===== src/rtl/fa32bit_sc.sv =====
// 32-bit carry-select adder: 8 blocks of 4-bit ripple adders. Each upper block
// precomputes both carry-in cases. The result is available combinationally and also as a registered copy.
module fa32bit_sc (
  input  logic        clk,
  input  logic        rst,
  input  logic [31:0] A,
  input  logic [31:0] B,
  input  logic        Cin,
  output logic [31:0] SUM,
  output logic        Cout,
  output logic        V,
  output logic [31:0] SUM_R,
  output logic        COUT_R,
  output logic        V_R
);

  // Returns {carry_out, sum}
  function automatic logic [1:0] full_add(input logic a, input logic b, input logic c);
    full_add = {(a & b) | (a & c) | (b & c), a ^ b ^ c};
  endfunction

  // Returns {carry_out, sum[3:0]}
  function automatic logic [4:0] ripple4(input logic [3:0] a, input logic [3:0] b,
                                         input logic c);
    logic [1:0] fa_r;
    logic       cy;
    cy = c;
    for (int i = 0; i < 4; i++) begin
      fa_r       = full_add(a[i], b[i], cy);
      ripple4[i] = fa_r[0];
      cy         = fa_r[1];
    end
    ripple4[4] = cy;
  endfunction

  logic [8:0]      blk_c;
  logic [7:0][4:0] blk_r;
  logic [31:0]     sum_c;
  logic            c31;

  assign blk_c[0] = Cin;
  assign blk_r[0] = ripple4(A[3:0], B[3:0], Cin);
  assign blk_c[1] = blk_r[0][4];

  genvar k;
  generate
    for (k = 1; k < 8; k++) begin : g_blk
      logic [4:0] r0, r1;
      assign r0         = ripple4(A[4*k+3:4*k], B[4*k+3:4*k], 1'b0);
      assign r1         = ripple4(A[4*k+3:4*k], B[4*k+3:4*k], 1'b1);
      assign blk_r[k]   = blk_c[k] ? r1 : r0;
      assign blk_c[k+1] = blk_r[k][4];
    end
    for (k = 0; k < 8; k++) begin : g_sum
      assign sum_c[4*k+3:4*k] = blk_r[k][3:0];
    end
  endgenerate

  // Since s = a^b^c, the carry into bit 31 is recovered from the sum bit itself
  assign c31  = A[31] ^ B[31] ^ sum_c[31];
  assign SUM  = sum_c;
  assign Cout = blk_c[8];
  assign V    = c31 ^ blk_c[8];

  // Output register stage
  logic [31:0] sum_q, sum_d;
  logic        cout_q, cout_d, v_q, v_d;

  assign sum_d  = sum_c;
  assign cout_d = blk_c[8];
  assign v_d    = c31 ^ blk_c[8];

  always_ff @(posedge clk) begin
    if (rst) begin
      sum_q  <= '0;
      cout_q <= 1'b0;
      v_q    <= 1'b0;
    end else begin
      sum_q  <= sum_d;
      cout_q <= cout_d;
      v_q    <= v_d;
    end
  end

  assign SUM_R  = sum_q;
  assign COUT_R = cout_q;
  assign V_R    = v_q;

endmodule


===== config.mk =====
export PLATFORM = sky130hd
export DESIGN_NAME = fa32bit_sc
export DESIGN_NICKNAME = d
export VERILOG_FILES = /design/src/rtl/fa32bit_sc.sv
export SDC_FILE = /design/constraint.sdc
export NUM_CORES = 1
export LEC_CHECK = 0
export BUFFER_PORTS_ARGS = -buffer_cell sky130_fd_sc_hd__buf_2
export CAP_MARGIN = 20
export CORE_MARGIN = 4
export CORE_UTILIZATION = 49
export DETAILED_ROUTE_END_ITERATION = 10
export PLACE_DENSITY = 0.87
export SETUP_SLACK_MARGIN = 0.3
export SLEW_MARGIN = 20
export SYNTH_ARGS = -nofsm -noshare
export SYNTH_HDL_FRONTEND = slang
export SYNTH_SLANG_ARGS = --single-unit

===== constraint.sdc =====
create_clock -name clk -period 14.8 [get_ports clk]
set_input_delay 3.7 -clock clk [delete_from_list [all_inputs] [get_ports clk]]
set_output_delay 3.7 -clock clk [all_outputs]
set_load 0.005 [all_outputs]

==> key figures, run 1 <==
Critical path
  – CP max-delay cell: a2111o_1
  – Highest net fanout along the worst path: 7
  – CP Buf/Inv Count: 4
  – CP top delay family: compound AO/OA/AOI/OAI gates
  – Most common cell on crit path: fa_1
  – Worst path cell trace: buf_2, inv_1, fa_1, inv_1, fa_1, fa_1, fa_1, and2_1, o311ai_2, o221ai_1, a2111o_1, o21a_2, o2111a_1, a2111o_1, a211o_1, a31oi_4, mux2i_2, mux2i_1, nand2_1, buf_2
  – Critical Path AT: 8.85 ns
  – Setup crit start kind: primary input
  – Worst Path Required: 11.10 ns
  – CP Capture Type: output pin
  – Critical path class: primary input to output pin
  – Largest stage delay, worst path: 0.46 ns

Placement
  – Number of port buffers: 134
  – Routability cong.: 0.8482
  – Placed Area: 3228 um^2
  – Post-detail-place hpwl: 5.510 mm
  – Number of placed cells counting well taps: 481

Yosys
  – Synth top area cells: dfxtp_1 27%, ha_1 18%, nor2b_1 9.1%, xor2_1 4.9%, inv_1 4.7%
  – Yosys top cell by area: dfxtp_1
  – Xor-xnor portion of the synthesized cell area: 9.517%
  – Multiplexer share of the synthesized area: 3.374%
  – Area share of the largest cell type after synthesis: 27.39%
  – Asr flop ratio synth: 0%
  – Primary FF master, synth: dfxtp_1
  – Compound-Gate Fraction of Synth Area: 13.85%
  – Post-synthesis simple-gate area fraction: 19.89%
  – Synth Area in Adders: 20.85%
  – Largest family of logic cells by synthesized area: adder cells
  – Seq cells post-synth: 34
  – Number of flops mapped to enable cells by yosys: 0
  – Yosys warning total: 0
  – Mapped Nets: 389
  – Mapped Avg Cell Area: 8.781 um^2
  – Sequential share of the synthesized area: 27.39%
  – Syn Inst Count: 283
  – Library cells used by synthesis: 41
  – Synth Cell Area: 2485 um^2

Flow run
  – Max-Cap Viols: 0

Global route
  – Most used routing layer: met2
  – Met3 usage: 5.102%
  – Met1 Usage GRT: 19.87%
  – Pin count of the biggest net entering global routing: 35
  – Vias in the first global route: 2456
  – All-Layer GR Usage: 20.76%
  – Initial antenna violation count: 0
  – GRT met2 Usage: 42.00%
  – Grt total ovfl: 0
  – First-pass GRT wire length: 10.46 mm

Cells and area
  – Post-route cell area: 3311 um^2
  – Finished Layout Cells: 487
  – Fill count: 430
  – Area grow syn2layout: 33.23%
  – Leading cell type in the layout, fill and taps excluded: buf_2
  – Util after Layout: 68.73%
  – Layout Nets: 527
  – Commonest cells after routing, fill and taps aside: 134 x buf_2, 36 x nor2b_1, 35 x ha_1
  – Diodes inserted: 0
  – Layout cells sized above 1: 37.14%

Floorplan
  – Site row count: 25
  – IO Count: 135
  – DIE HEIGHT: 79.21 um
  – Die area: 6274 um^2
  – Die width: 79.21 um
  – Placeable core area: 4817 um^2
  – Starting Density: 51.58%

Route
  – DRT iter0 DRCs: 51
  – Residual DRC: 0
  – Detailed Route WL: 6.506 mm
  – Post-route ant nets: 0
  – Routed vias: 2396
  – WL/cell: 13.36 um
  – Pre-antenna DRT Iters: 5
  – DR vias/cell: 4.920

Pwr
  – VDD IR max: 0.04047 mV
  – Leakage power: 1.755 nW
  – Power Dens Cells: 91.81 nW/um^2

STA
  – Crit path time final: 12.55 ns
  – Final Hold Vio Count: 0
  – Worst-Margin Slew: 0.6770 ns
  – Max-slew headroom: 54.87%
  – RSZ-0062 raised after global routing: no
  – Final Setup Violations: 0
  – FMAX: 79.65 MHz
  – Final Max Tran Viols: 0
  – TNS Setup: 0 ns
  – Final period utilization: 84.83%

CTS
  – Hold Buf Count CTS: 0
  – H-tree lvl count: 2
  – Root Driver: clkbuf_8
  – Clock transition at the registers of the reported paths: 0.06 ns
  – CTS Buf Count: 5
  – Post-CTS setup repair buffer count: 0
  – # resized after CTS: 0
  – CTS tree: yes
  – Longest Clk Path Bufs: 2
  – CTS sink cnt: 34

Min path
  – Hold Path Class: primary input to register

Run status
  – Status: completed
==> final cells by class <==
type | instances | area, um^2 | share of cell area, %
clock buffers | 6 | 82.58 | 2.494
inverters | 31 | 116.4 | 3.515
multi-input cells | 215 | 1677 | 50.64
flip-flops and latches | 34 | 680.7 | 20.56
well taps | 67 | 83.83 | 2.532
repair buffers | 134 | 670.6 | 20.26
==> sequential cells by signal, indices dropped and copies added, names as in the netlist <==
name	flops
SUM_R	32
V_R	1
COUT_R	1
==> cell families (layout without fill, tap and decap cells) <==
logic type / Yosys count / after routing
flip-flops: 34 / 34
XOR/XNOR: 27 / 27
AO/OA/AOI/OAI: 49 / 49
adder cells (fa/ha/maj): 39 / 39
buffers and inverters: 34 / 171
AND/OR/NAND/NOR: 92 / 92
multiplexers: 8 / 8
==> power breakdown <==
| part | switching [mW] | internal [mW] |
|---|---|---|
| sequential | 0.00296 | 0.105 |
| combinational | 0.0635 | 0.0653 |
| clock | 0.0313 | 0.0359 |
==> Yosys cell counts, types with 4 or more instances <==
cell and count:
fa_1 4, dfxtp_1 34, xor2_1 14, nor2b_1 36
nand2_1 6, mux2i_1 7, or2_2 11, xnor2_1 13
nor2_1 27, ha_1 35, inv_1 31, a21oi_1 22
==> layer usage <==
layer | vias up | share of wire [%]
li1 | 1219 | -
met1 | 1083 | 37
met2 | 82 | 55
met3 | 12 | 5.9
met4 | 0 | 1.9
met5 | - | 0
==> per-stage QoR <==
step	power [mW]	setup slack [ns]	hold WS (ns)
global placement	0.2341	2.404	4.078
detailed placement	0.2393	2.283	4.077
global route	0.3260	2.012	3.861
floorplan	0.1818	2.807	3.772
CTS	0.3083	2.262	3.823
finish	0.3039	2.245	3.836
==> path summary, 6_finish.rpt <==
check  slack (ns)       end  cells after the start  from
max          2.25   SUM[31]                     20  A[0]
min          3.84  SUM_R[0]                      4   Cin
(Power assumes the default switching activity.)
==> run 2, diff against run 1 <==
--- a/config.mk
+++ b/config.mk
@@ -8,9 +8,9 @@
 export BUFFER_PORTS_ARGS = -buffer_cell sky130_fd_sc_hd__buf_2
 export CAP_MARGIN = 20
 export CORE_MARGIN = 4
-export CORE_UTILIZATION = 49
+export CORE_UTILIZATION = 41
 export DETAILED_ROUTE_END_ITERATION = 10
-export PLACE_DENSITY = 0.87
+export PLACE_DENSITY = 0.77
 export SETUP_SLACK_MARGIN = 0.3
 export SLEW_MARGIN = 20
 export SYNTH_ARGS = -nofsm -noshare
==> constraint.sdc (replaced) <==
create_clock -name clk -period 11.4 [get_ports clk]
set_input_delay 2.85 -clock clk [delete_from_list [all_inputs] [get_ports clk]]
set_output_delay 2.85 -clock clk [all_outputs]
set_load 0.005 [all_outputs]
==> run 2 against run 1 <==
Effect of this change:
- critical path depth is the same
- via count is 1.8% lower
- setup slack got worse by 1.7 ns
==> key figures, run 2 (synthesis results as in run 1) <==
Floorplan
  – Site row count: 28
  – Placeable core area: 5886 um^2
  – DIE HEIGHT: 85.85 um
  – IO Count: 135
  – Die width: 85.85 um
  – Starting Density: 42.22%
  – Die area: 7370 um^2

Critical path
  – CP Capture Type: output pin
  – Critical path class: primary input to output pin
  – Critical Path Source: B[0]
  – Highest net fanout along the worst path: 7
  – Setup crit start kind: primary input
  – Worst Path Required: 8.55 ns
  – Critical Path AT: 7.96 ns

CTS
  – Post-CTS setup repair buffer count: 0
  – Clock transition at the registers of the reported paths: 0.07 ns
  – # resized after CTS: 0
  – Longest Clk Path Bufs: 2
  – H-tree lvl count: 2
  – CTS sink cnt: 34
  – Root Driver: clkbuf_8
  – Hold Buf Count CTS: 0
  – CTS tree: yes
  – CTS Buf Count: 5

Placement
  – Number of placed cells counting well taps: 489
  – Post-detail-place hpwl: 5.372 mm
  – Number of port buffers: 134
  – Placed Area: 3238 um^2
  – Worst slack, placed: 0.5337 ns
  – Routability cong.: 0.8322

Global route
  – Grt total ovfl: 0
  – Initial antenna violation count: 0
  – All-Layer GR Usage: 17.04%
  – First-pass GRT wire length: 10.14 mm
  – Pin count of the biggest net entering global routing: 35
  – Vias in the first global route: 2433

Cells and area
  – Layout cells sized above 1: 37.29%
  – Leading cell type in the layout, fill and taps excluded: buf_2
  – Util after Layout: 56.51%
  – Diodes inserted: 0
  – Max reg flops: 32
  – Area grow syn2layout: 33.84%
  – Finished Layout Cells: 496
  – Layout Nets: 527
  – Commonest cells after routing, fill and taps aside: 134 x buf_2, 36 x nor2b_1, 35 x ha_1
  – Post-route cell area: 3326 um^2

Route
  – WL/cell: 12.57 um
  – DRT iter0 DRCs: 42
  – Post-route ant nets: 0
  – Residual DRC: 0
  – Routed vias: 2353
  – Pre-antenna DRT Iters: 4
  – DR vias/cell: 4.744
  – Detailed Route WL: 6.237 mm

Min path
  – Hold Crit Depth: 3
  – Hold path endpoint: SUM_R[1]
  – Hold Path Class: primary input to register
  – Hold Path Origin: B[1]

STA
  – Final Max Tran Viols: 0
  – RSZ-0062 raised after global routing: no
  – FMAX: 92.52 MHz
  – Final period utilization: 94.81%
  – Final Setup Violations: 0
  – Final Hold Vio Count: 0
  – Setup slack after layout: 0.5913 ns
  – Crit path time final: 10.81 ns
  – TNS Setup: 0 ns
  – Max-slew headroom: 55.10%
  – Hold Slack: 2.973 ns
  – Worst-Margin Slew: 0.6734 ns

Pwr
  – Final Power: 0.3920 mW
  – Leakage power: 1.756 nW
  – Power Dens Cells: 117.9 nW/um^2
  – VDD IR max: 0.06019 mV

Flow run
  – Max-Cap Viols: 0

Run status
  – Status: completed
run 2: layout make-up:
| class | count | area (um^2) |
|---|---|---|
| multi-input combinational | 215 | 1685 |
| inverter | 31 | 116.4 |
| timing repair buffer | 134 | 670.6 |
| tap | 75 | 93.84 |
| clock inverter | 2 | 10.01 |
| clock buffer | 5 | 68.82 |
| sequential | 34 | 680.7 |
| fill | 551 | 2560 |
run 2: report_power, final:
| group | internal, mW | leakage [nW] | switching, mW |
|---|---|---|---|
| Combinational | 0.0852 | 1.43 | 0.0809 |
| Sequential | 0.136 | 0.283 | 0.00371 |
| Clock | 0.0410 | 0.0438 | 0.0449 |
run 2: how the worst max path moves through the flow:
stage	end	slack, ns	cells after the start
final	V	0.59	20
after global routing	SUM[31]	0.31	20
after CTS	V	0.52	20
after detailed placement	V	0.53	20
after global placement	V	0.66	20
after floorplan	V	1.11	18
run 2: critical path, stage by stage:
cell,delay [ns]
buf_2,0.09
inv_1,0.07
fa_1,0.18
inv_1,0.05
fa_1,0.37
fa_1,0.39
fa_1,0.42
and2_1,0.18
o311ai_2,0.40
o221ai_1,0.22
a2111o_1,0.46
o21a_2,0.17
o2111a_1,0.27
a2111o_1,0.43
a211o_1,0.32
a31oi_4,0.27
mux2i_4,0.35
mux2i_1,0.26
nand2_1,0.08
buf_2,0.13
run 2: metal layers:
metal,track usage (%),share of wire [%],wire length (um),vias up
li1,-,-,-,1221
met3,4.707,6.7,416,14
met1,16.61,37,2319,1051
met5,0,0,0,-
met2,33.19,54,3348,67
met4,7.194,2.4,152,0
